`src/rtl/otl_pkg.sv`:
```
// Shared definitions for the OTL DMA scheduler: FSM states, requester ids and a
// pointer-width helper used by the scheduler and its round-robin picker.
package otl_pkg;

    typedef enum logic [1:0] {
        ST_IDLE  = 2'd0,
        ST_ISSUE = 2'd1,
        ST_WAIT  = 2'd2
    } sched_state_e;

    typedef enum int {
        REQ_ADC   = 0,
        REQ_DAC   = 1,
        REQ_TRX   = 2,
        REQ_COUNT = 3
    } req_id_e;

    function automatic int ptr_width(input int n);
        return (n > 1) ? $clog2(n) : 1;
    endfunction

endpackage

```
`src/rtl/otl_rr_pick.sv`:
```
// Round-robin picker: first eligible requester at or after ptr, wrapping to 0.
module otl_rr_pick
    import otl_pkg::*;
#(
    parameter int N    = 3,
    parameter int PTRW = ptr_width(N)
) (
    input  logic [N-1:0]    request,
    input  logic [N-1:0]    mask,
    input  logic [PTRW-1:0] ptr,
    output logic [N-1:0]    grant,
    output logic            valid
);

    logic [N-1:0] eligible;
    int           idx;

    assign eligible = request & mask;

    // NOTE: every output gets a default before the loop so no path leaves a
    // value unassigned, which would otherwise infer a latch.
    always_comb begin
        grant = '0;
        valid = 1'b0;
        idx   = 0;
        for (int k = 0; k < N; k++) begin
            idx = int'(ptr) + k;
            if (idx >= N) idx = idx - N;
            if (!valid && eligible[idx]) begin
                grant[idx] = 1'b1;
                valid      = 1'b1;
            end
        end
    end

endmodule

```
`src/rtl/otl_dma_sched.sv`:
```
// DMA command scheduler: round-robin arbitration of ADC/DAC/TRX requests into a
// single otl_axi_dma command channel, with completion/error routing and watchdog.
module otl_dma_sched
    import otl_pkg::*;
#(
    parameter int NREQ  = int'(REQ_COUNT),
    parameter int ADDRW = 32,
    parameter int LENW  = 16,
    parameter int TMOW  = 16
) (
    input  logic                  s_axi_aclk,
    input  logic                  s_axi_aresetn,
    input  logic [NREQ-1:0]       cfg_enable,
    input  logic [TMOW-1:0]       cfg_timeout,
    input  logic [NREQ-1:0]       req_valid,
    input  logic [NREQ*ADDRW-1:0] req_addr,
    input  logic [NREQ*LENW-1:0]  req_len,
    output logic [NREQ-1:0]       req_ready,
    output logic [NREQ-1:0]       req_done,
    output logic [NREQ-1:0]       req_err,
    output logic                  dma_cmd_valid,
    input  logic                  dma_cmd_ready,
    output logic [ADDRW-1:0]      dma_cmd_addr,
    output logic [LENW-1:0]       dma_cmd_len,
    input  logic                  dma_done,
    input  logic                  dma_err,
    output logic                  dma_abort,
    output logic                  busy,
    output logic [NREQ-1:0]       cur_grant
);

    localparam int PTRW = ptr_width(NREQ);

    sched_state_e    state;
    logic [PTRW-1:0] rr_ptr;
    logic [PTRW-1:0] owner_idx;
    logic [TMOW-1:0] wdog;

    logic [NREQ-1:0]  pick_grant;
    logic             pick_valid;
    logic [PTRW-1:0]  pick_idx;
    logic [ADDRW-1:0] pick_addr;
    logic [LENW-1:0]  pick_len;
    logic [TMOW-1:0]  wdog_inc;
    logic             timeout_hit;

    // A requester whose accept pulse is showing may still hold valid this
    // cycle; masking it prevents a second grant of the same request.
    otl_rr_pick #(.N(NREQ), .PTRW(PTRW)) u_pick (
        .request (req_valid),
        .mask    (cfg_enable & ~req_ready),
        .ptr     (rr_ptr),
        .grant   (pick_grant),
        .valid   (pick_valid)
    );

    always_comb begin
        pick_idx = '0;
        for (int i = 0; i < NREQ; i++) begin
            if (pick_grant[i]) pick_idx = PTRW'(i);
        end
    end

    assign pick_addr   = req_addr[int'(pick_idx)*ADDRW +: ADDRW];
    assign pick_len    = req_len[int'(pick_idx)*LENW +: LENW];
    assign wdog_inc    = (wdog == '1) ? wdog : wdog + TMOW'(1);
    assign timeout_hit = (cfg_timeout != '0) && (wdog_inc >= cfg_timeout);
    assign busy        = (state != ST_IDLE);

    function automatic logic [PTRW-1:0] inc_ptr(input logic [PTRW-1:0] p);
        return (int'(p) == NREQ - 1) ? PTRW'(REQ_ADC) : p + PTRW'(1);
    endfunction

    // NOTE: all state here updates with non-blocking assignments so every
    // register samples pre-edge values regardless of statement order.
    always_ff @(posedge s_axi_aclk or negedge s_axi_aresetn) begin
        if (!s_axi_aresetn) begin
            state         <= ST_IDLE;
            rr_ptr        <= PTRW'(REQ_ADC);
            owner_idx     <= '0;
            wdog          <= '0;
            req_ready     <= '0;
            req_done      <= '0;
            req_err       <= '0;
            dma_cmd_valid <= 1'b0;
            dma_cmd_addr  <= '0;
            dma_cmd_len   <= '0;
            dma_abort     <= 1'b0;
            cur_grant     <= '0;
        end else begin
            req_ready <= '0;
            req_done  <= '0;
            req_err   <= '0;
            dma_abort <= 1'b0;
            case (state)
                ST_IDLE: begin
                    if (pick_valid) begin
                        req_ready <= pick_grant;
                        if (pick_len == '0) begin
                            req_done <= pick_grant;
                            rr_ptr   <= inc_ptr(pick_idx);
                        end else begin
                            dma_cmd_addr  <= pick_addr;
                            dma_cmd_len   <= pick_len;
                            dma_cmd_valid <= 1'b1;
                            cur_grant     <= pick_grant;
                            owner_idx     <= pick_idx;
                            state         <= ST_ISSUE;
                        end
                    end
                end
                ST_ISSUE: begin
                    if (dma_cmd_ready) begin
                        dma_cmd_valid <= 1'b0;
                        wdog          <= '0;
                        state         <= ST_WAIT;
                    end
                end
                ST_WAIT: begin
                    wdog <= wdog_inc;
                    if (dma_err || dma_done || timeout_hit) begin
                        // Error outranks completion; a completion outranks the watchdog.
                        if (dma_err) begin
                            req_err <= cur_grant;
                        end else if (dma_done) begin
                            req_done <= cur_grant;
                        end else begin
                            req_err   <= cur_grant;
                            dma_abort <= 1'b1;
                        end
                        cur_grant <= '0;
                        rr_ptr    <= inc_ptr(owner_idx);
                        state     <= ST_IDLE;
                    end
                end
                default: state <= ST_IDLE;
            endcase
        end
    end

endmodule

```
`config.mk`:
```
export PLATFORM = sky130hd
export DESIGN_NAME = otl_dma_sched
export DESIGN_NICKNAME = d
export VERILOG_FILES = /design/src/rtl/otl_pkg.sv /design/src/rtl/otl_rr_pick.sv /design/src/rtl/otl_dma_sched.sv
export SDC_FILE = /design/constraint.sdc
export NUM_CORES = 1
export LEC_CHECK = 0
export ABC_AREA = 1
export CAP_MARGIN = 10
export CORE_MARGIN = 8
export CORE_UTILIZATION = 40
export CTS_CLUSTER_SIZE = 14
export DETAILED_ROUTE_END_ITERATION = 7
export PLACE_DENSITY = 0.76
export SLEW_MARGIN = 25
export SYNTH_ARGS = -nofsm -noshare
export SYNTH_HDL_FRONTEND = slang
export SYNTH_SLANG_ARGS = --single-unit
```
`constraint.sdc`:
```
create_clock -name s_axi_aclk -period 5.9 [get_ports s_axi_aclk]
set_input_delay 1.18 -clock s_axi_aclk [delete_from_list [all_inputs] [get_ports s_axi_aclk]]
set_output_delay 1.18 -clock s_axi_aclk [all_outputs]
set_load 0.005 [all_outputs]
```
==> reports/metrics.csv, run 1 <==
metric;value;unit
worst slack, placed;0.8166;ns
Slew Limit Fails;0;
Worst R2R Path Depth;20;
post-synthesis mux area share;0;%
register area share after synthesis;38.03;%
worst path bufs/invs;1;
Synth Instances;739;
Yosys reg bits;84;
post-route cell area;8225;um2
Final Skew;0.006775;ns
clock sinks;84;
PortBufs;233;
Clk pwr share;14.7;%
Hold WS;0.4747;ns
Die Area;17840;um2
most area-consuming cells after synthesis;dfrtp_1 (38%), nand2_1 (13%), nand3_1 (8.9%);
die width;133.6;um
largest family of logic cells by synthesized area;simple AND/OR/NAND/NOR gates;
crit path max fanout;85;
placed cell area;7914;um2
Avg Cell Area, Syn;7.480;um2
Worst VDD drop;0.2803;mV
flop2flop setup slack;1.96;ns
synth cell count leaders;nand2_1 (197), nand3_1 (98), dfrtp_1 (84);
Max Cap Viol;0;
worst skew pair latency;0.33;ns
most numerous cell in the Yosys netlist;nand2_1;
drt wl/cell;15.72;um
Final Util;60.19;%
non-filler instance count after layout;1142;
CTS buffer count;9;
via/cell ratio;5.032;
Netlist cell types;36;
Fmax;0.2240;GHz
Rows;43;
Psw;1.785;mW
Die H;133.6;um
Setup WS post-layout;1.436;ns
post-synth top area cell;dfrtp_1;
CP max-delay cell;nor2_2;
Tmin final;4.464;ns
I/O pins;234;
GRT Util Overall;20.07;%
sequential share of power;23.9;%
RSZ-0062 raised after global routing;false;
first-pass GRT wire length;29170;um
clock-pin slew of the registers on the worst-case setup and hold paths;0.06;ns
critical-path cell list;clkdlybuf4s50_1, nand2_1, nor2_4, nand2_1, nand2_1, nand2_4, nand2_1, nand2_1, nand2_1, nand2_2, nor2_2, nand2_1, nand3_1, nor2_1, nand2_2, nor2_8, nand2_4, nand2_8, nand2_1, o21ai_1;
worst hold start;dma_cmd_len[8]$_DFFE_PN0P_;
via count;5747;
CP delay by family, top;simple AND/OR/NAND/NOR gates;
Arr. time, crit path;4.66;ns
Rel. slew slack;41.97;%
clk buf depth;2;
dpl cells;1126;
synthesized area;5528;um2
start of the worst register-to-register path;rr_ptr[0]$_DFFE_PN0P_;
# diodes;0;
CP peak stage delay;0.73;ns
cell area power density;471.9;nW/um2
top-area cell type share of the netlist area;38.03;%
final WL;17950;um
Slew @ Worst Pin;0.8684;ns
Yosys Warn Count;0;
EDFF count, synth;0;
drt drc;0;
Crit. End Element;flip-flop;
Synth Area in Simple Gates;33.95;%
GRT overflow;0;
# setup viols final;0;
Setup TNS;0;ns
Leak;3.829;nW
Initial Util;40.45;%
Detail Route Antenna Nets;0;
Final nets;1149;
Root Driver;clkbuf_16;
Internal Power;2.096;mW
Post-CTS Setup Inserts;0;
initial antenna violation count;1;
core area;13670;um2
ratio of cells with drive above 1 in the final layout;6.965;%
Net Count, Synth;931;
post-synthesis compound-gate area fraction;13.08;%
Comb pwr share;61.4;%
Initial DRC Count;409;
area grow syn2layout;48.80;%
final HPWL from detailed placement;14210;um
Hold Vio Cnt, Final;0;
switching share of power;45.99;%
H-tree depth;3;
Post-Synth XOR/XNOR Area;1.426;%
critical path type;in2reg;
period utilization;75.67;%
RePlAce Congestion;0.8401;
Startpoint Class;primary input;
ys async rst share;100.0;%
router iterations before antenna repair;5;
Hold-fix buffers, CTS;0;
Worst Hold Path EP;dma_cmd_len[8]$_DFFE_PN0P_;
# resized after CTS;0;
CTS tree;done;
largest net degree at the start of global routing;86;
most used cell along the critical path;nand2_1;
WHS Path Cells;2;
FF-to-FF End;dma_cmd_addr[28]$_DFFE_PN0P_;
Required @ worst endpoint;6.09;ns
run status;finished clean;
worst min-delay path category;reg2reg;
vias in the first global route;5942;
power consumption;3.881;mW
Synth Area in Adders;4.753;%
Top FF cell, synth;dfrtp_1;
per-layer routing:
metal / share of wire [%] / global-route usage (%) / vias to the layer above
met5: 0.050 / 0 / -
met4: 2.1 / 6.675 / 2
met2: 48 / 33.90 / 209
met1: 40 / 22.37 / 2612
met3: 9.5 / 8.358 / 27
li1: - / - / 2897
how the worst max path moves through the flow:
| stage | from | to | slack [ns] | cells past startpoint |
|---|---|---|---|---|
| 2_1_floorplan | req_valid[2] | dma_cmd_addr[10]$_DFFE_PN0P_ | 2.67 | 20 |
| 3_3_place_gp | req_valid[2] | dma_cmd_addr[2]$_DFFE_PN0P_ | 0.95 | 19 |
| 3_5_place_dp | req_valid[2] | dma_cmd_addr[3]$_DFFE_PN0P_ | 0.82 | 19 |
| 4_1_cts | req_valid[2] | dma_cmd_addr[3]$_DFFE_PN0P_ | 1.19 | 19 |
| 5_1_grt | req_valid[2] | dma_cmd_addr[20]$_DFFE_PN0P_ | 1.07 | 14 |
| 6_report | req_valid[2] | dma_cmd_addr[28]$_DFFE_PN0P_ | 1.44 | 20 |
cell type report:
class / instances / area [um2]
Tap cell: 180 / 225.2
Multi-Input combinational cell: 553 / 2958
Clock inverter: 5 / 60.06
Sequential cell: 84 / 2102
Timing Repair Buffer: 238 / 2371
Inverter: 71 / 266.5
Clock buffer: 11 / 242.7
Fill cell: 1281 / 5440
cell usage in the layout (no fill, tap or decap), types with 2 or more instances in the layout:
cell	count
buf_4	5
ha_1	21
nand2_4	12
o21ai_2	10
inv_1	66
o21ai_1	20
o22ai_1	3
o21ai_0	22
nand3_2	5
a221oi_1	15
clkbuf_16	9
dfrtp_1	84
xor2_1	9
nor2_4	4
nand2_2	4
inv_2	3
nor3_1	11
nor2_1	50
nor2_2	4
nand3_1	98
nand4_1	5
a21oi_1	47
clkdlybuf4s50_1	232
nand2_1	197
clkinv_1	2
nor4_1	6
power groups by stage:
stage          logic (mW)  clock network, mW  registers [mW]
5_1_grt              2.68              0.606           0.949
6_report             2.38              0.572           0.928
4_1_cts              2.41              0.584           0.928
3_5_place_dp         2.41                  0           0.929
2_1_floorplan        1.62                  0           0.927
3_3_place_gp         2.37                  0           0.930
registers in the layout (all words and copies together), names as in the netlist:
signal         cells
req_err            3
wdog              16
dma_cmd_len       16
cur_grant          3
req_ready          3
req_done           3
dma_cmd_addr      32
owner_idx          2
state              2
dma_cmd_valid      1
dma_abort          1
rr_ptr             2
logic make-up (layout without fill, tap and decap cells):
logic type      Yosys count  count (layout)
buf+inv                 102             325
compound gates          122             122
xor+xnor                  9               9
flops                    84              84
fa+ha+maj                21              21
simple gates            401             401
worst register-to-register path: cells and delay by family, from the launching register on:
| kind | cells | cell delay [ns] |
|---|---|---|
| AND/OR/NAND/NOR | 16 | 2.71 |
| flip-flops | 1 | 0.40 |
| adder cells (fa/ha/maj) | 1 | 0.37 |
| buffers and inverters | 2 | 0.24 |
| AO/OA/AOI/OAI | 1 | 0.08 |
(Power assumes the default switching activity.)
==> run 2, diff against run 1 <==
--- a/config.mk
+++ b/config.mk
@@ -8,10 +8,10 @@
 export ABC_AREA = 1
 export CAP_MARGIN = 10
 export CORE_MARGIN = 8
-export CORE_UTILIZATION = 40
+export CORE_UTILIZATION = 39
 export CTS_CLUSTER_SIZE = 14
 export DETAILED_ROUTE_END_ITERATION = 7
-export PLACE_DENSITY = 0.76
+export PLACE_DENSITY = 0.77
 export SLEW_MARGIN = 25
 export SYNTH_ARGS = -nofsm -noshare
 export SYNTH_HDL_FRONTEND = slang
==> constraint.sdc (replaced) <==
create_clock -name s_axi_aclk -period 3.6 [get_ports s_axi_aclk]
set_input_delay 0.72 -clock s_axi_aclk [delete_from_list [all_inputs] [get_ports s_axi_aclk]]
set_output_delay 0.72 -clock s_axi_aclk [all_outputs]
set_load 0.005 [all_outputs]
==> run 2 against run 1 <==
  * First-iteration DRC count down 19%
  * Worst hold slack worse by 0.056 ns
  * Utilization up 1.1 points
  * Clock power up 77%
  * Clock skew down 0.0012 ns
  * Setup slack worse by 1.1 ns
  * Sequential power up 64%
  * Register-to-register slack worse by 1.7 ns
  * Critical path type is now reg2reg
==> reports/metrics.csv, run 2 (synthesis gave the netlist of run 1 again) <==
metric;value;unit;change
Fmax;0.3023;GHz;
run status;finished clean;;
clock sinks;84;;unchanged
max FFs per register;32;;unchanged
# diodes;0;;unchanged
RePlAce Congestion;0.8463;;+0.74%
Arr. time, crit path;3.58;ns;-1.08 ns
Initial Util;39.82;%;-0.63 points
GRT overflow;0;;unchanged
worst slack, placed;0.05879;ns;-0.7578 ns
Hold Vio Cnt, Final;0;;unchanged
Detail Route Antenna Nets;0;;unchanged
ratio of cells with drive above 1 in the final layout;10.00;%;+3.0 points
Filler cells;1264;;-1.3%
commonest non-fill, non-tap cells in the layout;clkdlybuf4s50_1 (232), nand2_1 (196), nand3_1 (97), dfrtp_1 (84), inv_1 (65);;
period utilization;91.90;%;
area grow syn2layout;53.87;%;
CTS tree;done;;
core area;13880;um2;+1.6%
first-pass GRT wire length;29210;um;+0.14%
placed cell area;8117;um2;+2.6%
Largest regs;dma_cmd_addr x32, dma_cmd_len x16, wdog x16;;
Worst VDD drop;0.4472;mV;+60%
PortBufs;233;;unchanged
Final Skew;0.005598;ns;-0.001176 ns
I/O pins;234;;unchanged
Setup WS post-layout;0.2915;ns;-1.144 ns
critical path type;reg2reg;;
crit path max fanout;6;;-93%
router iterations before antenna repair;4;;-1
Hold-fix buffers, CTS;0;;unchanged
Setup TNS;0;ns;unchanged
CP delay by family, top;simple AND/OR/NAND/NOR gates;;
CTS buffer count;9;;unchanged
GRT Util Overall;19.97;%;-0.11 points
via/cell ratio;4.967;;-1.3%
register area;2102;um2;unchanged
Slew @ Worst Pin;0.7795;ns;-0.08893 ns
clk buf depth;2;;unchanged
via count;5762;;+0.26%
critical-path cell list;inv_1, nor4_2, nand2_1, inv_2, nand3_2, nor3_4, nor3_1, a21oi_1, ha_1, nand2_1, nor2_1, a211oi_2, o221ai_2, nand2_1, nand3_1, nand2_1, nand2_1, nand2_1, nand2_2, nand2_1, nand2_1, nand2_1;;
Die H;135.1;um;+1.1%
die width;135.1;um;+1.1%
Rows;43;;unchanged
Required @ worst endpoint;3.87;ns;-2.22 ns
vias in the first global route;5849;;-1.6%
worst skew pair latency;0.34;ns;about the same
worst path bufs/invs;2;;+1
CP peak stage delay;0.38;ns;-0.35 ns
commonest non-fill, non-tap cell in the layout;clkdlybuf4s50_1;;
Initial DRC Count;333;;-19%
Final nets;1167;;+1.6%
CP max-delay cell;dfrtp_1;;
clock-pin slew of the registers on the worst-case setup and hold paths;0.06;ns;about the same
final HPWL from detailed placement;14580;um;+2.6%
final WL;18290;um;+1.9%
Leak;3.967;nW;+3.6%
Root Driver;clkbuf_16;;
# setup viols final;0;;unchanged
Crit. End Element;flip-flop;;
Tmin final;3.308;ns;
Startpoint Class;flip-flop;;
Die Area;18240;um2;+2.3%
H-tree depth;3;;unchanged
initial antenna violation count;0;;-1
Rel. slew slack;48.03;%;+6.1 points
Multi-input gate area;3007;um2;+1.6%
drt wl/cell;15.77;um;+0.32%
Max Cap Viol;0;;unchanged
cell area power density;796.4;nW/um2;+69%
Slew Limit Fails;0;;unchanged
worst min-delay path category;in2async;;
Top reg by flops;dma_cmd_addr;;
post-route cell area;8506;um2;+3.4%
drt drc;0;;unchanged
RSZ-0062 raised after global routing;false;;
most used cell along the critical path;nand2_1;;
Final Util;61.28;%;+1.1 points
largest net degree at the start of global routing;85;;-1.2%
-- run 2: cell types whose count changed in the layout (fill, tap and decap cells not counted), moves of 3 or more --
| cell | before | now |
|---|---|---|
| buf_4 | 5 | 17 |
| buf_12 | 0 | 6 |
| nor3_1 | 11 | 7 |
| nor3_2 | 0 | 3 |
-- run 2: what timing repair did --
action | 4_1_cts | 5_1_grt
setup buffers | 0 | 1
setup endpoints to repair | 0 | 9
resized for setup | 0 | 14
-- run 2: path summary, 6_finish.rpt --
kind / start / endpoint / slack [ns] / cells after the start
max: wdog[4]$_DFFE_PN0P_ / cur_grant[1]$_DFFE_PN0P_ / 0.29 / 22
min: s_axi_aresetn / req_done[2]$_DFF_PN0_ / 0.42 / 1
max reg2reg: wdog[4]$_DFFE_PN0P_ / cur_grant[1]$_DFFE_PN0P_ / 0.29 / 22
min reg2reg: dma_cmd_len[5]$_DFFE_PN0P_ / dma_cmd_len[5]$_DFFE_PN0P_ / 0.47 / 2
max in group asynchronous: s_axi_aresetn / dma_cmd_addr[16]$_DFFE_PN0P_ / 2.63 / 1
min in group s_axi_aclk: dma_cmd_len[5]$_DFFE_PN0P_ / dma_cmd_len[5]$_DFFE_PN0P_ / 0.47 / 2
-- run 2: layer usage --
layer | global-route usage, % | routed length, um | up-vias | share of wire [%]
li1 | - | - | 2928 | -
met1 | 22.19 | 7116 | 2631 | 39
met2 | 34.34 | 9131 | 189 | 50
met3 | 8.692 | 1799 | 14 | 9.8
met4 | 4.812 | 243 | 0 | 1.3
met5 | 0 | 0 | - | 0
-- run 2: power breakdown --
part / switching [mW] / internal (mW)
sequential: 0.229 / 1.29
clock: 0.396 / 0.613
combinational: 2.38 / 1.86
total: 3.01 / 3.77
-- run 2: layout make-up --
class / count / area share, %
clock inverter: 7 / 1.162
timing repair buffer: 256 / 30.35
inverter: 71 / 3.133
clock buffer: 9 / 2.648
tap: 180 / 2.648
sequential: 84 / 24.71
multi-input combinational: 553 / 35.35
-- run 2: per-stage QoR --
stage / hold slack (ns) / cells / power (mW)
final: 0.4187 / 1160 / 6.774
after detailed placement: 0.4572 / 1143 / 5.807
after global placement: 0.4557 / 1143 / 5.736
after floorplan: 0.4244 / 739 / 4.169
after CTS: 0.4738 / 1159 / 6.842
after global routing: 0.4938 / 1160 / 7.381
